[config.mk]
export PLATFORM = sky130hd
export DESIGN_NAME = qed_dup_sequencer
export DESIGN_NICKNAME = d
export VERILOG_FILES = /design/src/rtl/qed_pkg.sv /design/src/rtl/qed_dup_fifo.sv /design/src/rtl/qed_dup_sequencer.sv
export SDC_FILE = /design/constraint.sdc
export NUM_CORES = 1
export LEC_CHECK = 0
export BUFFER_PORTS_ARGS = -buffer_cell sky130_fd_sc_hd__buf_2
export CAP_MARGIN = 40
export CORE_MARGIN = 5
export CORE_UTILIZATION = 62
export DETAILED_ROUTE_END_ITERATION = 12
export PLACE_DENSITY = 0.87
export SYNTH_ARGS = -nofsm -noshare
export SYNTH_HDL_FRONTEND = slang
export SYNTH_SLANG_ARGS = --single-unit
export TNS_END_PERCENT = 1
[constraint.sdc]
create_clock -name clk -period 4.35 [get_ports clk]
set_input_delay 0.87 -clock clk [delete_from_list [all_inputs] [get_ports clk]]
set_output_delay 0.87 -clock clk [all_outputs]
set_load 0.02 [all_outputs]
[src/rtl/qed_pkg.sv]
// qed_pkg: shared types and constants for the QED duplicate sequencer.
//   qed_state_e : sequencer states (originals forwarded / duplicates replayed)
//   QED_NOP     : RISC-V NOP (addi x0,x0,0), the reset contents of FIFO entries
package qed_pkg;

  typedef enum logic [0:0] {
    QED_ORIG  = 1'b0,
    QED_DRAIN = 1'b1
  } qed_state_e;

  localparam logic [31:0] QED_NOP = 32'h0000_0013;

endpackage

[src/rtl/qed_dup_fifo.sv]
// qed_dup_fifo: small synchronous FIFO holding QED-transformed duplicates.
// Ports:
//   clk, rst_n : clock, asynchronous active-low reset
//   push, din  : write din at the tail
//   pop        : discard the head entry
//   head       : current head entry (combinational read)
//   occ        : number of stored entries (0..DEPTH)
// Pointers wrap modulo DEPTH, so DEPTH need not be a power of two.
module qed_dup_fifo
  import qed_pkg::*;
#(
  parameter int INSTR_W = 32,
  parameter int DEPTH   = 4,
  parameter int CNT_W   = $clog2(DEPTH + 1)
) (
  input  logic               clk,
  input  logic               rst_n,
  input  logic               push,
  input  logic               pop,
  input  logic [INSTR_W-1:0] din,
  output logic [INSTR_W-1:0] head,
  output logic [CNT_W-1:0]   occ
);

  localparam int PTR_W = (DEPTH > 1) ? $clog2(DEPTH) : 1;

  logic [INSTR_W-1:0] mem [DEPTH];
  logic [PTR_W-1:0]   rd_ptr;
  logic [PTR_W-1:0]   wr_ptr;

  function automatic logic [PTR_W-1:0] next_ptr(input logic [PTR_W-1:0] p);
    return (p == PTR_W'(DEPTH - 1)) ? '0 : p + PTR_W'(1);
  endfunction

  always_ff @(posedge clk or negedge rst_n) begin
    if (!rst_n) begin
      for (int i = 0; i < DEPTH; i++) mem[i] <= INSTR_W'(QED_NOP);
      rd_ptr <= '0;
      wr_ptr <= '0;
      occ    <= '0;
    end else begin
      if (push) begin
        mem[wr_ptr] <= din;
        wr_ptr      <= next_ptr(wr_ptr);
      end
      if (pop) rd_ptr <= next_ptr(rd_ptr);
      if (push && !pop)      occ <= occ + CNT_W'(1);
      else if (pop && !push) occ <= occ - CNT_W'(1);
    end
  end

  assign head = mem[rd_ptr];

`ifndef SYNTHESIS
  // The sequencer's batch limit keeps these unreachable.
  always @(posedge clk) begin
    if (rst_n) begin
      assert (!(push && occ == CNT_W'(DEPTH))) else $error("qed_dup_fifo: push while full");
      assert (!(pop && occ == '0)) else $error("qed_dup_fifo: pop while empty");
    end
  end
`endif

endmodule

[src/rtl/qed_dup_sequencer.sv]
// qed_dup_sequencer: forwards original instructions with zero latency while
// buffering their QED duplicates, then replays each completed batch of
// duplicates in issue order (EDDI-V batch scheme).
// Ports:
//   clk, rst_n          : clock, asynchronous active-low reset
//   ena                 : QED mode enable (0 = transparent passthrough)
//   batch_len           : originals per batch (0 -> 1, >DEPTH -> DEPTH)
//   flush_dup           : force replay of a partial batch
//   in_valid/in_ready   : upstream handshake
//   qic_instruction     : original instruction
//   qed_instruction     : its transformed duplicate
//   out_valid/out_ready : downstream handshake
//   instruction_out     : instruction to decode
//   exec_dup            : instruction_out is a replayed duplicate
//   orig_cnt, dup_cnt   : statistics, present only with QED_SEQ_STATS_EN
// Optional feature macro: QED_SEQ_STATS_EN.
module qed_dup_sequencer
  import qed_pkg::*;
#(
  parameter int INSTR_W = 32,
  parameter int DEPTH   = 4,
  parameter int CNT_W   = $clog2(DEPTH + 1)
) (
  input  logic               clk,
  input  logic               rst_n,
  input  logic               ena,
  input  logic [CNT_W-1:0]   batch_len,
  input  logic               flush_dup,
  input  logic               in_valid,
  output logic               in_ready,
  input  logic [INSTR_W-1:0] qic_instruction,
  input  logic [INSTR_W-1:0] qed_instruction,
  output logic               out_valid,
  input  logic               out_ready,
  output logic [INSTR_W-1:0] instruction_out,
  output logic               exec_dup
`ifdef QED_SEQ_STATS_EN
  ,
  output logic [31:0]        orig_cnt,
  output logic [31:0]        dup_cnt
`endif
);

  qed_state_e         state;
  qed_state_e         state_nxt;
  logic [CNT_W-1:0]   blen;
  logic [CNT_W-1:0]   eff_blen;
  logic [CNT_W-1:0]   occ;
  logic [INSTR_W-1:0] head;
  logic               pending;
  logic               xfer;
  logic               push;
  logic               pop;

  function automatic logic [CNT_W-1:0] norm_blen(input logic [CNT_W-1:0] b);
    if (b == '0)                return CNT_W'(1);
    else if (b > CNT_W'(DEPTH)) return CNT_W'(DEPTH);
    else                        return b;
  endfunction

  qed_dup_fifo #(
    .INSTR_W (INSTR_W),
    .DEPTH   (DEPTH),
    .CNT_W   (CNT_W)
  ) u_fifo (
    .clk   (clk),
    .rst_n (rst_n),
    .push  (push),
    .pop   (pop),
    .din   (qed_instruction),
    .head  (head),
    .occ   (occ)
  );

  assign pending  = (occ != '0);
  // While the FIFO is empty the batch length tracks the port, so a batch of
  // one completes on the very transfer that latches it.
  assign eff_blen = pending ? blen : norm_blen(batch_len);

  always_ff @(posedge clk or negedge rst_n) begin
    if (!rst_n) begin
      state <= QED_ORIG;
      blen  <= CNT_W'(1);
    end else begin
      state <= state_nxt;
      if (state == QED_ORIG && ena && !pending) blen <= norm_blen(batch_len);
    end
  end

  always_comb begin
    state_nxt       = state;
    in_ready        = 1'b0;
    out_valid       = 1'b0;
    instruction_out = '0;
    exec_dup        = 1'b0;
    xfer            = 1'b0;
    push            = 1'b0;
    pop             = 1'b0;
    if (rst_n) begin
      case (state)
        QED_ORIG: begin
          out_valid       = in_valid;
          instruction_out = qic_instruction;
          // Leftover duplicates (flush request or QED just disabled) must be
          // replayed before any further original is accepted.
          in_ready        = out_ready & ~(pending & (~ena | flush_dup));
          xfer            = in_valid & in_ready;
          if (ena) begin
            push = xfer;
            if (pending && flush_dup)
              state_nxt = QED_DRAIN;
            else if (xfer && (occ + CNT_W'(1)) == eff_blen)
              state_nxt = QED_DRAIN;
          end else if (pending) begin
            state_nxt = QED_DRAIN;
          end
        end
        QED_DRAIN: begin
          out_valid       = 1'b1;
          instruction_out = head;
          exec_dup        = 1'b1;
          pop             = out_ready;
          if (out_ready && occ == CNT_W'(1)) state_nxt = QED_ORIG;
        end
        default: state_nxt = QED_ORIG;
      endcase
    end
  end

`ifdef QED_SEQ_STATS_EN
  always_ff @(posedge clk or negedge rst_n) begin
    if (!rst_n) begin
      orig_cnt <= '0;
      dup_cnt  <= '0;
    end else begin
      if (push) orig_cnt <= orig_cnt + 32'd1;
      if (pop)  dup_cnt  <= dup_cnt + 32'd1;
    end
  end
`endif

endmodule

Yosys cells after proc, flatten, opt, wreduce, memory -nomap -nowiden
Index checks and enable logic that the tools add are counted.
{"block": "totals", "elab_cells": 76, "register_bits": 139, "input_bits": 73, "output_inout_bits": 35}
{"block": "classes", "n_reduce_logical": 14, "addsub": 4, "bitwise": 9, "eq_ne": 4, "mux": 32, "order_cmp": 4}
{"op": "bitwise mux 128 bit", "n": 1}
{"op": "2-to-1 mux 32 bit", "n": 4}
{"op": "binary-select mux 32 bit (select 2 bit)", "n": 1}
{"op": "demux 32 bit (select 2 bit)", "n": 1}
{"op": "one-hot mux 32 bit (2 select lines)", "n": 1}
{"op": "2-to-1 mux 1 bit", "n": 15}
{"op": "2-to-1 mux 3 bit", "n": 5}
{"op": "logical AND 1 bit", "n": 8}
{"op": ">= comparator 3 bit (second input constant)", "n": 2}
{"op": "NOT 2 -> 3 bit", "n": 2}
{"op": "adder 2 x 1 -> 2 bit (second input constant)", "n": 2}
{"op": "== test 2 bit (second input constant)", "n": 2}
{"op": "2-to-1 mux 2 bit", "n": 2}
{"op": "one-hot mux 1 bit (2 select lines)", "n": 2}
{"op": "adder 3 x 1 -> 3 bit (second input constant)", "n": 1}
{"op": "bitwise AND 1 bit", "n": 3}
{"op": "== test 3 x 1 -> 1 bit (second input constant)", "n": 1}
{"op": "== test 3 bit", "n": 1}
{"op": "greater-than comparator 3 bit (second input constant)", "n": 1}
{"op": "zero test 1 bit", "n": 3}
{"op": "zero test 3 bit", "n": 1}
{"op": "less-than comparator 3 x 1 -> 1 bit (second input constant)", "n": 1}
{"op": "NOT 1 bit", "n": 3}
{"op": "nonzero test 3 bit", "n": 1}
{"op": "other kinds (3)", "n": 3}

Depth between registers and ports, before layout
Gate-level depths: netlist of run 1.
{"block": "logic_depth", "ltp_word": 13, "depth_mapped": 8, "ltp_nobuf": 8}

By module
Synthesis of run 1 repeated with hierarchy kept, for this count alone.
{"block": "unflattened", "hier_cells": 458, "area_unflattened_um2": 6866.6}
{"mod": "qed_dup_fifo", "cells_each": 343, "instances": 1, "seq_area_each_um2": 3393.3, "area_each_um2": 5894.4}
{"mod": "qed_dup_sequencer", "cells_each": 115, "instances": 1, "seq_area_each_um2": 101.3, "area_each_um2": 972.2}

Worst setup path after synthesis of run 1
Ideal clock, no wire load.
{"block": "synth_path", "path_type": "register to output", "from": "register u_fifo.rd_ptr[0]", "to": "output port instruction_out[10]", "required_ps": 3480, "arrival_time_ps": 1592, "path_slack_ps": 1888, "path_stages_with_launch": 6, "n_path_buf": 2, "cell_sequence": "dfrtp_1 buf_2 buf_2 mux4_2 mux2i_1 nor2b_1"}
{"block": "synth_via", "elab_chain_len": 6}
{"item": "start, declared", "line_no": "qed_dup_fifo.sv:28", "rtl": "logic [PTR_W-1:0] rd_ptr;"}
{"item": "start signal, assigned", "line_no": "qed_dup_fifo.sv:46", "rtl": "if (pop) rd_ptr <= next_ptr(rd_ptr);"}
{"item": "NOT 2 -> 3 bit (not written as such)", "line_no": "qed_dup_fifo.sv:52", "rtl": "assign head = mem[rd_ptr];"}
{"item": "binary-select mux 32 bit (select 2 bit)", "line_no": "qed_dup_fifo.sv:52"}
{"item": "2-to-1 mux 32 bit (not written as such) (2 in a row)", "line_no": "qed_dup_fifo.sv:52"}
{"item": "one-hot mux 32 bit (2 select lines)", "line_no": "qed_dup_sequencer.sv:100", "rtl": "case (state)"}
{"item": "2-to-1 mux 32 bit", "line_no": "qed_dup_sequencer.sv:99", "rtl": "if (rst_n) begin"}
{"item": "end, declared", "line_no": "qed_dup_sequencer.sv:35", "rtl": "output logic [INSTR_W-1:0] instruction_out,"}
No other way between the ends. The select of a mux whose other input is x is not followed.

Worst setup path after layout of run 1
{"block": "layout_path", "from": "register u_fifo.rd_ptr[0]", "to": "output port instruction_out[31]"}
The elaborated chain is that of the path after synthesis.

==> results.md, run 1 <==
* Worst Skew at 7.28 ps
* Syn Nets at around 550
* Post-synth top area share at 42.0%
* Vias in the first global route at around 4600
* Max Cap Viol at 0
* Worst-Skew Late Latency at 410 ps
* Tmin final at 3380 ps
* Antenna cells at 0
* Clock slew at reported path FFs at about 60 ps
* Die Y at about 120 µm
* Int Power at 3570 µW
* NetSw at around 1600 µW
* Antenna violations before repair at 2
* CP Capture Type: primary output
* Ys flop type: dfrtp_1
* Run status: finished clean
* Detailed Place HPWL at 9920 µm
* Final setup fails at 0
* Tot Pwr at 5120 µW
* Placed insts at 694
* Worst-margin pin slew at between 900 and 1000 ps
* H-tree levels at 4
* CTS tree: built
* Routed len/inst at 21.0 µm
* Area Overhead vs Synth at 14.3%
* First-pass GRT wire length at approximately 25000 µm
* Final Hold Violating Endpoints at 0
* Final #Nets at between 600 and 700
* Root Driver: clkbuf_16
* First-iteration detailed-routing DRC count at roughly 300
* Routed Wire Length at 15300 µm
* Power per Cell Area at approximately 600 mW/mm²
* VDD IR max at roughly 430 µV
* Synthesized area at 0.00751 mm²
* Die X at 120 µm
* Cts bufs inserted at 17
* Layout fillers at 752
* Synth warnings at 0
* FF+latch count, synth at 139
* 1st-pass router iterations at 5
* WP data required at 3480 ps
* Grt ovf at 0
* Critical Path Fanout Max at 19
* CP startpoint kind: flip-flop
* Max Slew Vio Count at 0
* Distinct cells, synth at 36
* LEAKAGE at between 0.004 and 0.005 µW
* Largest net degree at the start of global routing at 82
* GRT Total Usage at 22.1%
* Core ar. at 0.0120 mm²
* Setup CP Type: flip-flop to primary output
* CTS max path bufs at 2
* Power share of the clock group at a little over a quarter
* Post-Synthesis Cells at 462
* Post-synth top cells: dfrtp_1 (126), mux2_4 (120), nor2b_1 (35)
* Mean Syn Cell Area at 16.3 µm²
* CP Data Arrival Time at about 2500 ps
* RD Place Congestion at ~0.82
* Reg power frac at 40.4%
* Vias per cell at 5.83
* Post-route design area at 0.00859 mm²
* Row count at 40
* Setup TNS Final at 0 ps
* Area leader, netlist: dfrtp_1
* Most common cell in the netlist: dfrtp_1
* DRC at 0
* Post-DRT Antenna Nets at 0
* Fin cells at 726
* Max Freq at 296 MHz
* Initial Util at 62.8%
* Relative slew slack at roughly two fifths
* Ys async rst share at 100%
* Postcts setup bufs at 0
* Sequential share of the synthesized area at between 40 and 50%
* Sinks on the clock net at 139
* I/O pin count at 108
* Share of layout cells above drive strength 1 at 58.2%
* Buffers on Ports at 107
* Sw Ratio at 30.4%
* CTS resizes at 0
* Post-synth EDFFs at 0
* Die Area at approximately 0.014 mm²
* RSZ-0062 raised after global routing: false
* Pre-CTS setup slack at roughly 1300 ps
* Logic pwr share at 32.4%
* Min-Delay Path Class: flip-flop to flip-flop
* Worst setup margin at 970 ps
* Dpl cell area at 0.00802 mm²
* Top post-synthesis cells by area: dfrtp_1 (42%), mux2_4 (24%), mux4_2 (9.6%)
* Tcrit/Tclk final at 77.7%
* Hold Buf Count CTS at 0
* Via Count at 4235
==> flip-flops by register name (all words and copies together) (netlist names) <==
register       flops
blen               3
u_fifo.mem       128
state              1
u_fifo.rd_ptr      2
u_fifo.occ         3
u_fifo.wr_ptr      2
==> placed cells by master, fill, tap and decap left out, types with 2 or more instances in the layout <==
cell type and count:
clkbuf_16 17, buf_2 106, nand2_1 6, mux4_2 32
ha_1 10, clkinvlp_4 4, and2_2 4, nor2b_1 35
xnor2_1 3, buf_12 4, inv_1 6, xor2_1 2
clkbuf_1 2, mux2_4 120, mux2i_1 34, dfrtp_1 123
nor2_1 5, dfstp_2 13, mux2_2 13, dfrtp_2 3
bufinv_16 2, clkinv_2 5, o21ai_0 4, nor3_1 2
buf_4 6
==> per-stage QoR <==
stage	hold WS [ps]	util [%]
floorplan	475	-
finish	504	71.8
detailed placement	488	67.0
CTS	507	71.8
global route	522	71.8
global placement	486	67.0
==> critical path, cell delays in order, from the launching register on <==
cell     delay [ps]
dfrtp_2         830
buf_4           350
mux4_2          550
mux2i_1         150
nor2b_1          60
buf_2           150
==> worst paths after layout <==
path                                   from                  end  slack, ps  cells after the start
max                        u_fifo.rd_ptr[0]  instruction_out[31]        970                      5
min in group asynchronous             rst_n       u_fifo.mem[99]        610                      2
min                          u_fifo.mem[50]       u_fifo.mem[50]        500                      1
min reg2reg                  u_fifo.mem[50]       u_fifo.mem[50]        500                      1
max reg2reg                   u_fifo.occ[0]       u_fifo.mem[31]       1610                      7
max in group asynchronous             rst_n       u_fifo.mem[80]       2720                      3
==> routing by layer <==
metal  vias up  share of wire (%)  track usage [%]
met5         -               0.15                0
met2       118                 47             34.4
met4         4                2.0             7.02
met3        32                5.0             6.13
li1       1879                  -                -
met1      2202                 45             30.5
==> kinds of logic after synthesis <==
group                    share of synthesized area, %
AO/OA/AOI/OAI                                    1.27
flip-flops                                       46.5
AND/OR/NAND/NOR                                  4.90
adder cells (fa/ha/maj)                          1.67
buffers and inverters                            5.04
multiplexers                                     40.0
XOR/XNOR                                        0.583
==> power by group through the flow <==
stage	Sequential [µW]	Clock (µW)	Combinational [µW]
2_1_floorplan	1870	0	1430
3_3_place_gp	2030	0	1610
3_5_place_dp	2080	0	1660
4_1_cts	2070	1410	1680
5_1_grt	2120	1480	1790
6_report	2070	1390	1660
==> cell type report <==
cell class | count | area, µm² | share of cell area (%)
clock buffer | 20 | 447 | 5.20
sequential | 139 | 3500 | 40.7
timing repair buffer | 117 | 667 | 7.77
multi-input combinational | 285 | 3650 | 42.5
inverter | 6 | 22.5 | 0.262
clock inverter | 12 | 124 | 1.44
tap | 147 | 184 | 2.14
Power figures use the tool's default switching activity.
==> run 2: changes to the inputs <==
- CORE_UTILIZATION: 62 -> 58
- PLACE_DENSITY: 0.87 -> 0.83
- clock period: 4.35 -> 3.3 ns (I/O delays scaled with it)
==> run 2 against run 1 <==
Sequential power increased by 31%; highest routed layer is now met4; critical endpoint unchanged; power grew 35%; die area is 6.3% higher; critical path type unchanged; final cell count grew 3.7%.
==> results.md, run 2 (same netlist as run 1, synthesis figures left out) <==
* Share of layout cells above drive strength 1 at 58.4%
* Routed Wire Length at approximately 15000 µm
* Post-DRT Antenna Nets at 0
* Largest net degree at the start of global routing at 112
* Vias per cell at 5.57
* Final Util at 68.5%
* VDD IR max at 464 µV
* Detailed Place HPWL at 9710 µm
* Max Freq at between 300 and 400 MHz
* Power per Cell Area at 798 mW/mm²
* Setup CP Type: flip-flop to primary output
* Worst Skew at ~11 ps
* WL met2 at 7640 µm
* Routed len/inst at 20.5 µm
* Commonest non-fill, non-tap cells in the layout: dfrtp_1 (123), mux2_4 (120), buf_2 (106)
* Final setup fails at 0
* Slowest cell on the critical path: dfrtp_2
* CTS resizes at 0
* CTS tree: built
* Max FFs per register at 128
* 1st-pass router iterations at 4
* Top reg by flops: u_fifo.mem
* DRC at 0
* Clock slew at reported path FFs at about 60 ps
* Row count at 41
* Die Y at ~120 µm
* Relative slew slack at 36.8%
* Die X at 124 µm
* I/O pin count at between 100 and 150
* Vias in the first global route at about 4700
* Min-Delay Path Class: input pin to asynchronous set/reset pin
* Setup TNS Final at 0 ps
* Tmin final at 3020 ps
* CP Buf/Inv Count at 2
* Post-route design area at 0.00868 mm²
* Biggest regs: u_fifo.mem x128, blen x3, u_fifo.occ x3
* CP Data Arrival Time at ~2400 ps
* Run status: finished clean
* Top routing layer in use: met4
* WP data required at between 2000 and 3000 ps
* Worst-Skew Late Latency at 420 ps
* Final #Nets at 650
* First-iteration detailed-routing DRC count at 267
* RSZ-0062 raised after global routing: false
* RD Place Congestion at 0.806
* Core ar. at 0.0127 mm²
* Antenna violations before repair at 1
* Worst setup margin at 277 ps
* Final Hold Violating Endpoints at 0
* H-tree levels at 4
* LEAKAGE at 0.00423 µW
* Pre-CTS setup slack at ~700 ps
* Routed wl met3 at 694 µm
* Hold Buf Count CTS at 0
* Sinks on the clock net at 139
* Max stage delay on crit path at between 600 and 700 ps
* Cts bufs inserted at 17
* First-pass GRT wire length at 24700 µm
* Max Cap Viol at 0
* Dpl cell area at 0.00806 mm²
* Root Driver: clkbuf_16
* Buffers on Ports at 107
* Postcts setup bufs at 0
* Via Count at 4196
* CTS max path bufs at 2
* CP Capture Type: primary output
* Grt ovf at 0
* CP top delay family: multiplexers
* Die Area at 0.0153 mm²
* GRT Total Usage at 21.4%
* Critical Path Fanout Max at 24
* Initial Util at between 50% and 60%
* Tcrit/Tclk final at 91.6%
* M1 WL at just under 7000 µm
* Max Slew Vio Count at 0
* CP startpoint kind: flip-flop
* Layout fillers at around 840
* Crit-path cells: buf_12 > mux4_2 > mux2i_1 > nor2b_1 > buf_2
* Worst-margin pin slew at roughly 950 ps
* Area Overhead vs Synth at 15.5%
* Most common cell after layout, fill and taps aside: dfrtp_1
run 2: report_power, final:
group | switching [µW] | internal [µW]
sequential | 460 | 2250
combinational | 893 | 1350
clock | 743 | 1240
run 2: path summary, 6_finish.rpt:
| path | start | end | slack (ps) | depth (start not counted) |
|---|---|---|---|---|
| hold reg to reg | u_fifo.mem[45] | u_fifo.mem[45] | 510 | 1 |
| min in group clk | u_fifo.mem[45] | u_fifo.mem[45] | 510 | 1 |
| setup / recovery | u_fifo.rd_ptr[0] | instruction_out[31] | 280 | 5 |
| setup reg to reg | u_fifo.occ[0] | u_fifo.mem[54] | 720 | 7 |
| max in group asynchronous | rst_n | u_fifo.mem[100] | 2090 | 3 |
| hold / removal | rst_n | u_fifo.mem[120] | 310 | 2 |
run 2: metal layers:
| layer | global-route usage, % | up-vias |
|---|---|---|
| met3 | 5.86 | 22 |
| li1 | - | 1877 |
| met5 | 0 | - |
| met2 | 35.1 | 112 |
| met1 | 27.5 | 2185 |
| met4 | 7.68 | 0 |
run 2: through the flow:
step	power (µW)	hold slack [ps]	std cells
2_1_floorplan	4350	364	462
3_3_place_gp	4830	488	720
3_5_place_dp	4940	488	720
4_1_cts	6960	356	752
5_1_grt	7280	352	753
6_report	6930	313	753
run 2: layout make-up:
class	instances	area [µm²]	area share, %
diodes	1	2.50	0.0288
multi-input cells	285	3650	42.0
flip-flops and latches	139	3500	40.3
clock buffers	20	457	5.26
repair buffers	118	674	7.77
clock inverters	12	161	1.86
inverters	6	22.5	0.260
well taps	172	215	2.48
